===== config.mk =====
export PLATFORM = sky130hd
export DESIGN_NAME = key_conditioner
export DESIGN_NICKNAME = d
export VERILOG_FILES = /design/src/rtl/key_conditioner_pkg.sv /design/src/rtl/key_conditioner_channel.sv /design/src/rtl/key_conditioner.sv
export SDC_FILE = /design/constraint.sdc
export NUM_CORES = 1
export LEC_CHECK = 0
export CAP_MARGIN = 20
export CORE_UTILIZATION = 45
export DETAILED_ROUTE_END_ITERATION = 8
export PLACE_DENSITY = 0.71
export SLEW_MARGIN = 10
export SYNTH_ARGS = -nofsm -noshare
export SYNTH_HDL_FRONTEND = slang
export SYNTH_SLANG_ARGS = --single-unit

===== constraint.sdc =====
create_clock -name clk -period 5.65 [get_ports clk]
set_input_delay 1.13 -clock clk [delete_from_list [all_inputs] [get_ports clk]]
set_output_delay 1.13 -clock clk [all_outputs]
set_load 0.01 [all_outputs]

===== src/rtl/key_conditioner_pkg.sv =====
// -----------------------------------------------------------------------------
// key_conditioner_pkg
//   Shared types and width helpers for the key_conditioner pushbutton front end.
//   - rep_state_t : auto-repeat FSM states (IDLE, DELAY, REPEAT)
//   - clog2_min1  : $clog2 clamped to at least one bit
//   - cnt_width   : bits needed to hold the values 0..max_count
//   - max2        : larger of two unsigned values
// -----------------------------------------------------------------------------
package key_conditioner_pkg;

  typedef enum logic [1:0] {
    IDLE   = 2'd0,
    DELAY  = 2'd1,
    REPEAT = 2'd2
  } rep_state_t;

  function automatic int unsigned clog2_min1(input int unsigned value);
    int unsigned w;
    w = $clog2(value);
    return (w < 1) ? 1 : w;
  endfunction

  function automatic int unsigned cnt_width(input int unsigned max_count);
    return clog2_min1(max_count + 1);
  endfunction

  function automatic int unsigned max2(input int unsigned a, input int unsigned b);
    return (a > b) ? a : b;
  endfunction

endpackage


===== src/rtl/key_conditioner_channel.sv =====
// -----------------------------------------------------------------------------
// key_channel
//   One pushbutton channel: two-flop synchroniser, optional inversion,
//   tick-based debounce, registered press/release pulses and a hold-to-repeat
//   auto-strobe FSM.
//
//   Ports
//     clk, rst_n  : clock, asynchronous active-low reset
//     key_raw_i   : raw asynchronous key input
//     tick_i      : shared one-cycle tick from the top level
//     level_o     : debounced active-high level
//     press_o     : one-cycle pulse after a debounced 0->1 transition
//     release_o   : one-cycle pulse after a debounced 1->0 transition
//     strobe_o    : press_o OR auto-repeat pulse
// -----------------------------------------------------------------------------
module key_channel
  import key_conditioner_pkg::*;
#(
  parameter bit          ACTIVE_LOW          = 1'b1,
  parameter int unsigned DEBOUNCE_TICKS      = 5,
  parameter int unsigned REPEAT_DELAY_TICKS  = 500,
  parameter int unsigned REPEAT_PERIOD_TICKS = 100,
  parameter bit          REPEAT_EN           = 1'b1
) (
  input  logic clk,
  input  logic rst_n,
  input  logic key_raw_i,
  input  logic tick_i,
  output logic level_o,
  output logic press_o,
  output logic release_o,
  output logic strobe_o
);

  localparam int unsigned DB_W = cnt_width(DEBOUNCE_TICKS);
  localparam int unsigned RP_W = clog2_min1(max2(REPEAT_DELAY_TICKS, REPEAT_PERIOD_TICKS));

  localparam logic [DB_W-1:0] DB_LAST     = DB_W'(DEBOUNCE_TICKS - 1);
  localparam logic [RP_W-1:0] DELAY_LAST  = RP_W'(REPEAT_DELAY_TICKS - 1);
  localparam logic [RP_W-1:0] PERIOD_LAST = RP_W'(REPEAT_PERIOD_TICKS - 1);

  logic            r_sync1;
  logic            r_sync2;
  logic            w_key;
  logic [DB_W-1:0] r_db_cnt;
  logic            r_level;
  logic            r_level_q;
  logic            r_press;
  logic            r_release;
  logic            w_rise;
  logic            w_fall;
  rep_state_t      r_state;
  logic [RP_W-1:0] r_rp_cnt;
  logic            r_rep_pulse;

  // Sync flops reset to the idle raw level so leaving reset never looks like
  // a press.
  // NOTE: sequential state uses non-blocking assignments so every flop samples
  // the values from before the edge, regardless of statement order.
  always_ff @(posedge clk or negedge rst_n) begin
    if (!rst_n) begin
      r_sync1 <= ACTIVE_LOW;
      r_sync2 <= ACTIVE_LOW;
    end else begin
      r_sync1 <= key_raw_i;
      r_sync2 <= r_sync1;
    end
  end

  assign w_key = r_sync2 ^ ACTIVE_LOW;

  // Debounce: any agreement clears the count immediately; disagreement has to
  // persist for DEBOUNCE_TICKS consecutive ticks before the level flips.
  always_ff @(posedge clk or negedge rst_n) begin
    if (!rst_n) begin
      r_db_cnt <= '0;
      r_level  <= 1'b0;
    end else if (w_key == r_level) begin
      r_db_cnt <= '0;
    end else if (tick_i) begin
      if (r_db_cnt == DB_LAST) begin
        r_level  <= ~r_level;
        r_db_cnt <= '0;
      end else begin
        r_db_cnt <= r_db_cnt + DB_W'(1);
      end
    end
  end

  assign w_rise = r_level & ~r_level_q;
  assign w_fall = ~r_level & r_level_q;

  always_ff @(posedge clk or negedge rst_n) begin
    if (!rst_n) begin
      r_level_q <= 1'b0;
      r_press   <= 1'b0;
      r_release <= 1'b0;
    end else begin
      r_level_q <= r_level;
      r_press   <= w_rise;
      r_release <= w_fall;
    end
  end

  // Repeat FSM reacts to the same edge conditions that load press/release, so
  // it leaves IDLE on the cycle press_o is seen and returns to IDLE on the
  // cycle release_o is seen; a repeat due on that edge is dropped.
  always_ff @(posedge clk or negedge rst_n) begin
    if (!rst_n) begin
      r_state     <= IDLE;
      r_rp_cnt    <= '0;
      r_rep_pulse <= 1'b0;
    end else begin
      r_rep_pulse <= 1'b0;
      case (r_state)
        IDLE: begin
          if (w_rise && REPEAT_EN) begin
            r_state  <= DELAY;
            r_rp_cnt <= '0;
          end
        end
        DELAY: begin
          if (w_fall) begin
            r_state <= IDLE;
          end else if (tick_i) begin
            if (r_rp_cnt == DELAY_LAST) begin
              r_state     <= REPEAT;
              r_rp_cnt    <= '0;
              r_rep_pulse <= 1'b1;
            end else begin
              r_rp_cnt <= r_rp_cnt + RP_W'(1);
            end
          end
        end
        REPEAT: begin
          if (w_fall) begin
            r_state <= IDLE;
          end else if (tick_i) begin
            if (r_rp_cnt == PERIOD_LAST) begin
              r_rp_cnt    <= '0;
              r_rep_pulse <= 1'b1;
            end else begin
              r_rp_cnt <= r_rp_cnt + RP_W'(1);
            end
          end
        end
        default: begin
          r_state  <= IDLE;
          r_rp_cnt <= '0;
        end
      endcase
    end
  end

  assign level_o   = r_level;
  assign press_o   = r_press;
  assign release_o = r_release;
  assign strobe_o  = r_press | r_rep_pulse;

endmodule


===== src/rtl/key_conditioner.sv =====
// -----------------------------------------------------------------------------
// key_conditioner
//   N-channel pushbutton front end: a shared tick generator driving N_CH
//   independent key_channel instances.
//
//   Ports
//     clk, rst_n : clock, asynchronous active-low reset
//     key_raw_i  : raw asynchronous key inputs [N_CH]
//     level_o    : debounced active-high levels [N_CH]
//     press_o    : one-cycle press pulses [N_CH]
//     release_o  : one-cycle release pulses [N_CH]
//     strobe_o   : press OR auto-repeat pulses [N_CH]
//     tick_o     : shared tick, one cycle every TICK_DIV clocks
// -----------------------------------------------------------------------------
module key_conditioner
  import key_conditioner_pkg::*;
#(
  parameter int unsigned     N_CH                = 4,
  parameter bit              ACTIVE_LOW          = 1'b1,
  parameter int unsigned     TICK_DIV            = 50000,
  parameter int unsigned     DEBOUNCE_TICKS      = 5,
  parameter int unsigned     REPEAT_DELAY_TICKS  = 500,
  parameter int unsigned     REPEAT_PERIOD_TICKS = 100,
  parameter logic [N_CH-1:0] REPEAT_EN           = {N_CH{1'b1}}
) (
  input  logic            clk,
  input  logic            rst_n,
  input  logic [N_CH-1:0] key_raw_i,
  output logic [N_CH-1:0] level_o,
  output logic [N_CH-1:0] press_o,
  output logic [N_CH-1:0] release_o,
  output logic [N_CH-1:0] strobe_o,
  output logic            tick_o
);

  localparam int unsigned       TICK_W    = clog2_min1(TICK_DIV);
  localparam logic [TICK_W-1:0] TICK_LAST = TICK_W'(TICK_DIV - 1);

  logic [TICK_W-1:0] r_tick_cnt;
  logic              r_tick;
  logic              w_tick_hit;

  assign w_tick_hit = (r_tick_cnt == TICK_LAST);

  // The tick is registered so it reads 0 in the first cycle after reset; with
  // TICK_DIV=1 it then stays high on every following cycle.
  always_ff @(posedge clk or negedge rst_n) begin
    if (!rst_n) begin
      r_tick_cnt <= '0;
      r_tick     <= 1'b0;
    end else begin
      r_tick_cnt <= w_tick_hit ? '0 : r_tick_cnt + TICK_W'(1);
      r_tick     <= w_tick_hit;
    end
  end

  assign tick_o = r_tick;

  for (genvar ch = 0; ch < N_CH; ch++) begin : g_ch
    key_channel #(
      .ACTIVE_LOW          (ACTIVE_LOW),
      .DEBOUNCE_TICKS      (DEBOUNCE_TICKS),
      .REPEAT_DELAY_TICKS  (REPEAT_DELAY_TICKS),
      .REPEAT_PERIOD_TICKS (REPEAT_PERIOD_TICKS),
      .REPEAT_EN           (REPEAT_EN[ch])
    ) u_ch (
      .clk       (clk),
      .rst_n     (rst_n),
      .key_raw_i (key_raw_i[ch]),
      .tick_i    (r_tick),
      .level_o   (level_o[ch]),
      .press_o   (press_o[ch]),
      .release_o (release_o[ch]),
      .strobe_o  (strobe_o[ch])
    );
  end

endmodule


Word level (Yosys, flattened, before mapping)
Cells that the tools add are included.
{"block": "word_totals", "wordCells": 253, "regBits": 101, "out_inout_bits": 17}
{"block": "classes", "eq_ne": 57, "bitwise_logic": 28, "n_mux": 97, "reduce_logical": 20, "addsub": 9}
{"op": "9-bit 2-to-1 mux", "n": 28}
{"op": "9-bit one-hot mux with 3 select lines", "n": 4}
{"op": "2-bit 2-to-1 mux", "n": 20}
{"op": "9-bit by 1-bit adder with 9-bit output (second input constant)", "n": 4}
{"op": "9-bit by 7-bit equality test with 1-bit output (second input constant)", "n": 4}
{"op": "9-bit equality test (second input constant)", "n": 4}
{"op": "3-bit 2-to-1 mux", "n": 12}
{"op": "2-bit != test (second input constant)", "n": 16}
{"op": "1-bit 2-to-1 mux", "n": 24}
{"op": "2-bit one-hot mux with 3 select lines", "n": 4}
{"op": "5-bit AND reduction", "n": 4}
{"op": "16-bit by 1-bit adder with 16-bit output (second input constant)", "n": 1}
{"op": "16-bit equality test (second input constant)", "n": 1}
{"op": "16-bit 2-to-1 mux", "n": 1}
{"op": "2-bit by 1-bit != test with 1-bit output (second input constant)", "n": 8}
{"op": "1-bit NOT", "n": 16}
{"op": "4-bit AND reduction", "n": 4}
{"op": "3-bit by 1-bit adder with 3-bit output (second input constant)", "n": 4}
{"op": "3-bit equality test (second input constant)", "n": 4}
{"op": "3-bit by 1-bit != test with 1-bit output (second input constant)", "n": 4}
{"op": "3-bit by 2-bit != test with 1-bit output (second input constant)", "n": 4}
{"op": "3-bit AND reduction", "n": 4}
{"op": "1-bit AND", "n": 8}
{"op": "2-bit by 1-bit equality test with 1-bit output (second input constant)", "n": 4}
{"op": "6 further kinds", "n": 24}

Depth between registers and ports, before layout
{"block": "depth", "ltp_word": 5, "depth_mapped": 7}

Hierarchy
From an unflattened synthesis, not the netlist that was laid out.
{"block": "hier_totals", "cells_unflattened": 517, "hier_area_um2": 5400.2}
{"mod": "key_channel", "seq_area_each_um2": 528.0, "instances": 4, "cells_per_inst": 112, "area_per_inst_um2": 1156.1}
{"mod": "key_conditioner", "seq_area_each_um2": 425.4, "instances": 1, "cells_per_inst": 69, "area_per_inst_um2": 775.7}

Worst setup path before layout
OpenSTA, ideal clock, no wires.
{"block": "synth_timing", "kind": "register to output", "from": "reg g_ch[0].u_ch.r_press", "to": "out strobe_o[0]", "required_ps": 4520, "stages_incl_launch_ff": 3, "setup_slack_ps": 3774, "path_buffers": 1, "t_arrival_ps": 746, "path_cell_list": "dfrtp_1 > or2_2 > buf_4"}
{"block": "synth_between", "elab_chain_len": 1}
{"item": "from (decl)", "line": "key_conditioner_channel.sv:48", "text": "logic r_press;"}
{"item": "from (signal assigned)", "line": "key_conditioner_channel.sv:100", "text": "r_press <= w_rise;"}
{"item": "1-bit bitwise OR", "line": "key_conditioner_channel.sv:158", "text": "assign strobe_o = r_press | r_rep_pulse;"}
{"item": "to (decl)", "line": "key_conditioner.sv:32", "text": "output logic [N_CH-1:0] strobe_o,"}
No other way between the ends.

Worst setup path after layout
{"block": "layout_timing", "from": "reg r_tick, in the netlist tick_o", "to": "out tick_o"}
{"item": "from (decl)", "line": "key_conditioner.sv:40", "text": "logic r_tick;"}
{"item": "from (signal assigned)", "line": "key_conditioner.sv:53", "text": "r_tick <= w_tick_hit;"}
{"item": "to (decl)", "line": "key_conditioner.sv:33", "text": "output logic tick_o"}
No word-level cell between the ends.

==> flow_metrics.tcl <==
set metrics [dict create \
    ctsResizeCount 0 \
    fin_nets 578 \
    yosys.area_share.simple_pct 20.7 \
    ios 23 \
    grt_overflow 0 \
    hold_class "reg -> reg" \
    synth_seq_cells 101 \
    clk_pin_slew_ns 0.07 \
    yosysSeqAreaShare_pct 48.3 \
    grt_pass1_vias 3836 \
    crit_path_end_kind "primary output" \
    die_y_um 110 \
    synth_top_family_by_area "simple AND/OR/NAND/NOR gates" \
    synth-main-ff-cell "dfrtp_1" \
    regToRegSetupSlack_ns 3.56 \
    drt_wl_total_um 9360 \
    avgSynthCellArea_sq_um 9.89 \
    setup_viol 0 \
    holdWs_ns 0.358 \
    grt_setup_unrepaired "false" \
    io_buffers 22 \
    drc_errors 0 \
    fin_ws_ns 3.00 \
    core-area_sq_um 11400 \
    syn_area_sq_um 5250 \
    syn-num-nets 562 \
    worstPathArrival_ns 1.52 \
    min_period_ns 2.65 \
    rows 39 \
    cts_root_buffer "clkbuf_16" \
    htreeDepth 3 \
    cts_buffer_depth 2 \
    num_vias 3840 \
    numCtsBuffers 9 \
    fmaxAchievable_ghz 0.378 \
    vias_per_cell 5.53 \
    drt_iter0_drc 249 \
    dr.pass1.iters 4 \
    finalSetupTns_ns 0 \
    cts_tree "done" \
    start_util_pct 46.0 \
    cts_hold_buf 0 \
    dp_hpwl_um 6580 \
    antenna_found_initial 0 \
    timing.final.crit_share_pct 46.8 \
    grt_use_total_pct 17.2 \
    yosys_warnings 0 \
    clock-sinks 101 \
    drt.antenna.violating_nets 0 \
    grt_start_max_net_pins 64 \
    critPathRequiredTime_ns 4.52 \
    drive_gt1_share_pct 8.88 \
    synth_adder_area_share_pct 5.96 \
    synth_cells 531 \
    p_leak_nw 2.62 \
    critPathMaxFanout 25 \
    cp-start-kind "register" \
    postSynth.asyncResetShare_pct 100 \
    ir_worst_vdd_v 0.000189 \
    grt_pass1_wl_um 16600 \
    die_w_um 110 \
    status "finished clean" \
    post-place-ws_ns 3.32 \
    cts_setup_buffers 0 \
    syn2layout_area_growth_pct 11.5 \
    gp_congestion 0.860 \
    synth_enable_flop_cells 0 \
    slew_viol_final 0 \
    synth_xor_area_share_pct 2.50 \
    slew_headroom_pct 50.6 \
    wire_per_inst_um 13.5 \
    finalClockSkew_ns 0.00854 \
    crit_type "reg -> out" \
    yosys.cell_types.count 60 \
    insertion_delay_ns 0.34 \
    die-area_sq_um 12100 \
    synth_compound_gate_area_share_pct 15.1 \
    tightest_slew_ns 0.741 \
    cap_violations 0 \
    synthMuxAreaShare_pct 2.81 \
    hold_viol_final 0 \
    p_per_area_nw_per_um2 241 \
    n_antenna_cell 0 \
]
## per-stage QoR
step / instances / utilization [%] / power [mW] / cell area [sq um]
final: 695 / 51.3 / 1.41 / 5850
after detailed placement: 679 / 48.5 / 0.763 / 5530
after global placement: 679 / 48.5 / 0.763 / 5530
after global routing: 695 / 51.3 / 1.46 / 5850
after CTS: 695 / 51.3 / 1.42 / 5850
after floorplan: 531 / - / 0.744 / 5250
## where the power goes
| part | internal (mW) | switching, mW |
|---|---|---|
| logic | 0.00383 | 0.0147 |
| clock network | 0.391 | 0.269 |
| registers | 0.728 | 0.00158 |
## final timing paths
path	startpoint	to	cells past startpoint
max	tick_o	tick_o	2
min	g_ch[3].u_ch.r_sync1	g_ch[3].u_ch.r_sync2	0
max reg2reg	g_ch[3].u_ch.r_rp_cnt[0]	g_ch[3].u_ch.r_rp_cnt[0]	6
min reg2reg	g_ch[3].u_ch.r_sync1	g_ch[3].u_ch.r_sync2	0
max in group asynchronous	rst_n	r_tick_cnt[12]	2
min in group asynchronous	rst_n	g_ch[1].u_ch.r_rp_cnt[4]	1
## registers in the layout (all words and copies together), names as in the netlist
name	flops
g_ch.u_ch.r_rp_cnt	36
g_ch.u_ch.r_sync2	4
g_ch.u_ch.release_o	4
g_ch.u_ch.r_db_cnt	12
tick_o	1
g_ch.u_ch.r_rep_pulse	4
g_ch.u_ch.press_o	4
g_ch.u_ch.r_sync1	4
g_ch.u_ch.r_state	8
r_tick_cnt	16
g_ch.u_ch.r_level_q	4
g_ch.u_ch.level_o	4
## worst max-delay path: stages, from the launching register on
cell and delay, ns:
dfrtp_1 0.32, buf_4 0.26, clkdlybuf4s50_1 0.60
## area by class of cell
cell class                      count  area, sq um
Clock inverter                      7         96.3
Clock buffer                        9          225
Sequential cell                   101         2540
Tap cell                          143          179
Multi-Input combinational cell    381         2470
Inverter                           30          113
Fill cell                        1032         5560
Timing Repair Buffer               24          233
## cell usage in the layout (no fill, tap or decap), drive strengths merged, types with 9 or more instances in the layout
master,netlist,routed
dfrtp,93,93
nor2,51,51
nand2,48,48
o21ai,44,44
inv,30,33
ha,25,25
nand3,22,22
a22o,21,21
clkdlybuf4s50,0,21
a21oi,18,18
nor2b,17,17
and3,15,15
nor3,11,11
nand2b,10,10
xor2,9,9
clkbuf,2,9
## layer usage
layer | vias to the layer above | part of all wire, % | track usage (%) | wire length, um
li1 | 1885 | - | - | -
met1 | 1892 | 46 | 21.6 | 4300
met2 | 45 | 50 | 29.6 | 4670
met3 | 18 | 1.9 | 2.06 | 182
met4 | 0 | 2.2 | 7.71 | 206
met5 | - | 0 | 0 | 0
## Yosys cell counts (3+ instances only)
| library cell | count | area share (%) |
|---|---|---|
| nor2b_1 | 17 | 2.0 |
| ha_1 | 25 | 6.0 |
| o2bb2ai_1 | 3 | 0.50 |
| o21a_1 | 5 | 0.71 |
| a22o_1 | 21 | 3.5 |
| and2_1 | 4 | 0.48 |
| buf_4 | 16 | 2.3 |
| and3_1 | 15 | 1.8 |
| o211ai_1 | 3 | 0.43 |
| xnor2_1 | 6 | 1.0 |
| o21ai_1 | 8 | 0.76 |
| nand2_1 | 48 | 3.4 |
| nor3_1 | 10 | 0.95 |
| nand3_1 | 22 | 2.1 |
| mux2_2 | 6 | 1.3 |
| a21o_1 | 4 | 0.57 |
| xor2_1 | 9 | 1.5 |
| dfstp_2 | 8 | 4.0 |
| or3_1 | 4 | 0.48 |
| nor2_1 | 49 | 3.5 |
| or2_2 | 5 | 0.60 |
| dfrtp_1 | 93 | 44 |
| nor4_1 | 4 | 0.48 |
| o21ai_0 | 34 | 3.2 |
| or4_1 | 4 | 0.57 |
| mux2i_1 | 8 | 1.5 |
| a21oi_1 | 18 | 1.7 |
| nand4_1 | 5 | 0.60 |
| nand2b_1 | 10 | 1.2 |
| inv_1 | 28 | 2.0 |
## cells by family (layout without fill, tap and decap cells)
group                      Yosys count  in the layout
buffers and inverters               49             70
xor gates and xnor gates            15             15
adders and majority gates           25             25
muxes                               14             14
AOI/OAI and AO/OA                  117            117
DFF                                101            101
and+or+nand+nor                    210            210
No activity file was read; power rests on OpenSTA's default activity.
